<file path="config.mk">
export PLATFORM = sky130hd
export DESIGN_NAME = fifo_stream_reader_flat
export DESIGN_NICKNAME = d
export VERILOG_FILES = /design/src/rtl/fifo_stream_reader_if.sv /design/src/rtl/fifo_stream_reader.sv /design/src/flat_wrapper.sv
export SDC_FILE = /design/constraint.sdc
export NUM_CORES = 1
export LEC_CHECK = 0
export ABC_AREA = 1
export BUFFER_PORTS_ARGS = -buffer_cell sky130_fd_sc_hd__buf_4
export CAP_MARGIN = 0
export CORE_UTILIZATION = 32
export DETAILED_ROUTE_END_ITERATION = 10
export SYNTH_ARGS = -nofsm -noshare
export SYNTH_HDL_FRONTEND = slang
export SYNTH_SLANG_ARGS = --single-unit
</file>
<file path="constraint.sdc">
create_clock -name clk -period 5.22 [get_ports clk]
set_clock_uncertainty 0.05 [all_clocks]
set_input_delay 0.783 -clock clk [delete_from_list [all_inputs] [get_ports clk]]
set_output_delay 0.783 -clock clk [all_outputs]
set_load 0.02 [all_outputs]
</file>
<file path="src/rtl/fifo_stream_reader_if.sv">
// FIFO read-side and valid/ready stream signals of fifo_stream_reader.
// m_last exists only when FIFO_RD_TLAST_EN is defined.
interface fifo_stream_reader_if #(
  parameter int DATA_WIDTH = 8
);
  logic                  fifo_empty;
  logic                  fifo_rd_en;
  logic [DATA_WIDTH-1:0] fifo_rdata;
  logic                  m_valid;
  logic                  m_ready;
  logic [DATA_WIDTH-1:0] m_data;
`ifdef FIFO_RD_TLAST_EN
  logic                  m_last;

  modport master (
    input  fifo_empty, fifo_rdata, m_ready,
    output fifo_rd_en, m_valid, m_data, m_last
  );
  modport slave (
    output fifo_empty, fifo_rdata, m_ready,
    input  fifo_rd_en, m_valid, m_data, m_last
  );
`else
  modport master (
    input  fifo_empty, fifo_rdata, m_ready,
    output fifo_rd_en, m_valid, m_data
  );
  modport slave (
    output fifo_empty, fifo_rdata, m_ready,
    input  fifo_rd_en, m_valid, m_data
  );
`endif
endinterface

</file>
<file path="src/rtl/fifo_stream_reader.sv">
// Drains a synchronous FIFO (1-cycle registered rdata) into a valid/ready stream
// through a 3-entry prefetch buffer. Optional packet framing: FIFO_RD_TLAST_EN.
module fifo_stream_reader #(
  parameter int DATA_WIDTH = 8,
  parameter int CNT_WIDTH  = 16,
  parameter int PKT_LEN    = 4
) (
  input  logic                 clk,
  input  logic                 rst,
  input  logic                 en,
  fifo_stream_reader_if.master bus,
  output logic [CNT_WIDTH-1:0] beat_cnt
);

  localparam int DEPTH = 3;

  logic [1:0]            r_occ;
  logic                  r_inflight;
  logic [1:0]            r_wr_idx;
  logic [1:0]            r_rd_idx;
  logic [DATA_WIDTH-1:0] r_buf [DEPTH];
  logic [CNT_WIDTH-1:0]  r_beat_cnt;

  logic                  w_room;
  logic                  w_pop;
  logic                  w_valid;
  logic                  w_accept;
  logic [2:0]            w_occ_next;

  function automatic logic [1:0] next_idx(input logic [1:0] idx);
    return (idx == 2'd2) ? 2'd0 : idx + 2'd1;
  endfunction

  // Room is reserved for the word already in flight, so m_ready never reaches fifo_rd_en.
  always_comb begin
    w_room     = ({1'b0, r_occ} + {2'b00, r_inflight}) < 3'(DEPTH);
    w_pop      = en & ~bus.fifo_empty & ~rst & w_room;
    w_valid    = (r_occ != 2'd0);
    w_accept   = w_valid & bus.m_ready;
    w_occ_next = {1'b0, r_occ} + {2'b00, r_inflight} - {2'b00, w_accept};
  end

  assign bus.fifo_rd_en = w_pop;
  assign bus.m_valid    = w_valid;
  assign bus.m_data     = r_buf[r_rd_idx];
  assign beat_cnt       = r_beat_cnt;

  always_ff @(posedge clk) begin
    if (rst) begin
      r_occ      <= '0;
      r_inflight <= 1'b0;
      r_wr_idx   <= '0;
      r_rd_idx   <= '0;
      r_beat_cnt <= '0;
      for (int unsigned i = 0; i < DEPTH; i++) begin
        r_buf[i] <= '0;
      end
    end else begin
      r_inflight <= w_pop;
      r_occ      <= w_occ_next[1:0];
      if (r_inflight) begin
        r_buf[r_wr_idx] <= bus.fifo_rdata;
        r_wr_idx        <= next_idx(r_wr_idx);
      end
      if (w_accept) begin
        r_rd_idx   <= next_idx(r_rd_idx);
        r_beat_cnt <= r_beat_cnt + 1'b1;
      end
    end
  end

  occ_in_range : assert property (@(posedge clk) disable iff (rst) w_occ_next <= 3'(DEPTH))
    else $error("prefetch buffer occupancy out of range");

`ifdef FIFO_RD_TLAST_EN
  localparam int PKT_W = $clog2(PKT_LEN + 1);

  logic [PKT_W-1:0] r_pkt_cnt;
  logic             w_last;

  if (PKT_LEN < 1) begin : g_bad_pkt_len
    $error("PKT_LEN must be >= 1");
  end

  always_comb begin
    w_last = w_valid & (r_pkt_cnt == PKT_W'(PKT_LEN - 1));
  end

  assign bus.m_last = w_last;

  always_ff @(posedge clk) begin
    if (rst) begin
      r_pkt_cnt <= '0;
    end else if (w_accept) begin
      r_pkt_cnt <= w_last ? '0 : r_pkt_cnt + 1'b1;
    end
  end
`endif

endmodule

</file>
<file path="src/flat_wrapper.sv">
// flat-port wrapper written by rule: the top's interface ports become plain ports
module fifo_stream_reader_flat 
#(
  parameter int DATA_WIDTH = 8,
  parameter int CNT_WIDTH  = 16,
  parameter int PKT_LEN    = 4
)
  (clk, rst, en, beat_cnt, bus_fifo_empty, bus_fifo_rdata, bus_m_ready, bus_fifo_rd_en, bus_m_valid, bus_m_data);
  fifo_stream_reader_if #(.DATA_WIDTH(DATA_WIDTH)) bus_i ();
  input  logic clk;
  input  logic rst;
  input  logic en;
  output logic [CNT_WIDTH-1:0] beat_cnt;
  input wire logic [$bits(bus_i.fifo_empty)-1:0] bus_fifo_empty;
  input wire logic [$bits(bus_i.fifo_rdata)-1:0] bus_fifo_rdata;
  input wire logic [$bits(bus_i.m_ready)-1:0] bus_m_ready;
  output wire logic [$bits(bus_i.fifo_rd_en)-1:0] bus_fifo_rd_en;
  output wire logic [$bits(bus_i.m_valid)-1:0] bus_m_valid;
  output wire logic [$bits(bus_i.m_data)-1:0] bus_m_data;
  assign bus_i.fifo_empty = bus_fifo_empty;
  assign bus_i.fifo_rdata = bus_fifo_rdata;
  assign bus_i.m_ready = bus_m_ready;
  assign bus_fifo_rd_en = bus_i.fifo_rd_en;
  assign bus_m_valid = bus_i.m_valid;
  assign bus_m_data = bus_i.m_data;
  fifo_stream_reader #(.DATA_WIDTH(DATA_WIDTH), .CNT_WIDTH(CNT_WIDTH), .PKT_LEN(PKT_LEN)) u_core (.clk(clk), .rst(rst), .en(en), .bus(bus_i), .beat_cnt(beat_cnt));
endmodule
</file>
; Word level (Yosys, flattened, before mapping)
; Memories as Yosys holds them, arrays and structs flattened. A register that Yosys moved wholly into a read port is not among the register bits.
; Cells that the tools add are included.
[word_totals]
ff_bits = 23
ramBits = 24
in_bits = 13
out_inout_bits = 26
wordCells = 34
n_memories = 1
[op_classes]
add_sub_neg = 5
order_cmp = 1
eq_ne = 2
muxes = 12
bitwise = 6
reduce_logical = 2
[mem_list]
columns = name, depth, width, rd, rd_clocked_by_memory_dff, write_ports, line
row1 = u_core.r_buf, 3, 8, 1, 1, 3, fifo_stream_reader.sv:21  ; logic [DATA_WIDTH-1:0] r_buf [DEPTH];
[op_table]
columns = op, n
row1 = "16-bit by 1-bit adder with 16-bit output, second input constant", 1
row2 = 2-bit two-way mux, 5
row3 = 8-bit two-way mux, 1
row4 = 8-bit OR reduction, 1
row5 = 1-bit two-way mux, 6
row6 = "2-bit by 1-bit adder with 2-bit output, second input constant", 2
row7 = 1-bit bitwise AND, 4
row8 = "2-bit equality test, second input constant", 2
row9 = 2-bit by 1-bit adder with 3-bit output, 1
row10 = "3-bit by 2-bit less-than comparator with 1-bit output, second input constant", 1
row11 = 1-bit inverter, 2
row12 = 2-bit nonzero test, 1
row13 = 2-bit by 1-bit subtractor with 2-bit output, 1

; Depth between registers and ports, before layout
[logic_depth]
depth_word = 5
ltp_mapped = 9
mapped_depth_nobuf = 9

; Worst setup path after synthesis
; No wires, ideal clock.
[synth_path]
path_type = input-to-output
start = input rst
end = output bus_fifo_rd_en
arrival_ns = 2.019
required_time_ns = 4.387
setup_slack_ns = 2.368
path_stages = 3
n_path_buf = 0
cell_sequence = inv_1 > nand2_1 > a2111oi_0
[synth_between]
elab_chain_len = 3
[synth_lines]
columns = element, line
row1 = from (decl), flat_wrapper.sv:11  ; input logic rst;
row2 = 1-bit inverter, fifo_stream_reader.sv:37  ; w_pop = en & ~bus.fifo_empty & ~rst & w_room;
row3 = 1-bit bitwise AND (2 in a row), fifo_stream_reader.sv:37
row4 = to (decl), flat_wrapper.sv:17  ; output wire logic [$bits(bus_i.fifo_rd_en)-1:0] bus_fifo_rd_en;
; No other way between the ends.

; Worst setup path in the final report
; Ends and elaborated chain as after synthesis.

==> impl_metrics.tcl <==
set metrics [dict create \
    cts.sinks 57 \
    synth.largest_area_cell "edfxtp_1" \
    cts_tree "built" \
    grt.overflow.total 0 \
    initial_core_util_pct 32.8 \
    netlist_instances 266 \
    routed_wl_mm 5.50 \
    antenna_found_initial 0 \
    place_congestion 0.795 \
    cts_resized 0 \
    ios 39 \
    ant_nets 0 \
    htreeDepth 3 \
    r2r_start "u_core.r_inflight$_SDFF_PP0_" \
    drt_first_iter_violations 67 \
    grt_setup_unrepaired "no" \
    timing.rr.end "u_core.r_buf[0][5]$_SDFFCE_PN0P_" \
    route.detailed.drc 0 \
    rows 32 \
    yosys_warnings 0 \
    finalSetupViolCount 0 \
    io_buffer_count 38 \
    synthFlopType "edfxtp_1" \
    finalCritPeriodShare_pct 55.5 \
    clk_pin_slew_ps 70 \
    grt_use_met2_pct 23.9 \
    hold_depth 2 \
    placed_area_um2 2930 \
    fp.dieW_um 90.8 \
    fmax_mhz 345 \
    hold_viol 0 \
    drive_gt1_share_pct 24.9 \
    antenna_cells 0 \
    powerDensity_nw_per_um2 443 \
    yosysMostFrequentCell "nor2_1" \
    drv_cap 0 \
    grt_pass1_wl_mm 9.09 \
    vias 1958 \
    hold_path_end "u_core.r_rd_idx[1]$_SDFFE_PP0P_" \
    grt_max_degree 19 \
    critPathLaunchType "input pin" \
    synth_edf_count 32 \
    p_leak_nw 1.30 \
    ys_seq_area_share_pct 57.9 \
    async_reset_ff_share_pct 0 \
    min_from "u_core.r_rd_idx[1]$_SDFFE_PP0P_" \
    r2r_setup_slack_ps 3560 \
    hold_buffers 0 \
    dieArea_um2 8240 \
    ir_worst_vdd_uv 193 \
    met1_usage_pct 17.3 \
    crit_path_end_kind "primary output" \
    critPathKind "in -> out" \
    use_met3_pct 4.80 \
    critPathRequiredTime_ps 4390 \
    yosys-top-cells-count "nor2_1 (61), edfxtp_1 (32), inv_1 (30)" \
    syn-num-nets 283 \
    postCtsSetupRepairBufs 0 \
    cts_buffer_depth 2 \
    routed_via_density 4.67 \
    grt_busiest_layer "met2" \
    slew_violations 0 \
    postLayoutCellArea_um2 3190 \
    cp_max_fo 18 \
    cts_made_buffers 9 \
    syn_to_final_growth_pct 26.6 \
    dp_hpwl_mm 3.70 \
    die_height_um 90.8 \
    ys_top_cells_by_area "edfxtp_1 (38%), dfxtp_1 (20%), nor2_1 (9.1%), o21ai_0 (4.6%), inv_1 (4.5%)" \
    post_drt_wl_per_cell_um 13.1 \
    grt_use_total_pct 14.5 \
    first_pass_iters 4 \
    synth.top_cell.area_share_pct 38.1 \
    syn_avg_cell_area_um2 9.48 \
    coreArea_um2 7690 \
    tns_ps 0 \
    ys_types 30 \
    status "finished, final reports clean" \
    ff2ff_path_depth 4 \
    nets 329 \
    tightest_slew_ps 567 \
    synth.cell_area_um2 2520 \
    cp_data_arrival_time_ps 2060 \
    hp-class "reg -> reg" \
    slew_headroom_pct 62.2 \
    min_period_ps 2900 \
    grt_pass1_vias 1912 \
    cts_root_buf "clkbuf_8" \
    clkLatencyLatePin_ps 340 \
    synth_seq_cells 57 \
]
==> power breakdown <==
part / switching (mW) / internal, mW / total [mW]
sequential: 0.0369 / 0.507 / 0.544
clock: 0.189 / 0.366 / 0.555
combinational: 0.194 / 0.123 / 0.317
==> layer usage <==
| layer | share of wire [%] | routed length [um] | vias up |
|---|---|---|---|
| met5 | 0 | 0 | - |
| li1 | - | - | 995 |
| met2 | 47 | 2610 | 46 |
| met4 | 1.3 | 69 | 0 |
| met1 | 46 | 2550 | 911 |
| met3 | 4.9 | 268 | 6 |
==> sequential cells by signal, summed over array words and instances (netlist names), named ones only <==
signal             flops
u_core.beat_cnt       16
u_core.r_buf          32
u_core.r_inflight      1
u_core.r_occ           2
u_core.r_rd_idx        2
u_core.r_wr_idx        2
==> layout make-up <==
cell class / count / area [um2]
Clock buffer: 9 / 124
Multi-Input combinational cell: 171 / 920
Clock inverter: 7 / 141
Tap cell: 102 / 128
Inverter: 34 / 128
Timing Repair Buffer: 39 / 293
Fill cell: 765 / 4490
Sequential cell: 57 / 1460
==> kinds of logic (layout without fill, tap and decap cells) <==
| group | count (synthesis) | after routing | share of synthesized area, % |
|---|---|---|---|
| flip-flops | 57 | 57 | 57.9 |
| XOR/XNOR | 1 | 1 | 0.347 |
| adder cells (fa/ha/maj) | 4 | 4 | 1.98 |
| AND/OR/NAND/NOR | 117 | 117 | 22.7 |
| buffers and inverters | 38 | 89 | 5.85 |
| AO/OA/AOI/OAI | 49 | 49 | 11.2 |
==> worst max path at each step <==
| stage | from | end | slack (ps) |
|---|---|---|---|
| finish | rst | bus_fifo_rd_en | 2320 |
| floorplan | rst | bus_fifo_rd_en | 2370 |
| detailed placement | rst | bus_fifo_rd_en | 2320 |
| global route | rst | bus_fifo_rd_en | 2190 |
| CTS | rst | bus_fifo_rd_en | 2320 |
| global placement | rst | bus_fifo_rd_en | 2340 |
==> cells in the final DEF (no fill, tap or decap), drive strengths merged, types with 3 or more instances in the layout <==
master | Yosys | final
inv | 33 | 34
nand3 | 12 | 12
edfxtp | 32 | 32
o21ai | 24 | 24
a21oi | 9 | 9
nand4 | 3 | 3
nor2 | 66 | 66
bufinv | 0 | 4
ha | 4 | 4
o22ai | 8 | 8
buf | 4 | 39
nor3 | 4 | 4
dfxtp | 25 | 25
nand2 | 30 | 30
clkbuf | 0 | 9
==> per-stage QoR <==
stage | cells | power (mW) | util (%) | hold WS [ps] | worst slack, ps
finish | 419 | 1.42 | 41.6 | 450 | 2320
global route | 419 | 1.48 | 41.6 | 487 | 2190
CTS | 419 | 1.43 | 41.6 | 450 | 2320
detailed placement | 403 | 0.873 | 38.1 | 428 | 2320
global placement | 403 | 0.866 | 38.1 | 420 | 2340
floorplan | 266 | 0.749 | - | 410 | 2370
==> critical path: stages <==
cell and delay (ps):
buf_4 170, inv_1 440, nand2_1 120, a2111oi_0 330, buf_4 220
Power figures use the tool's default switching activity.
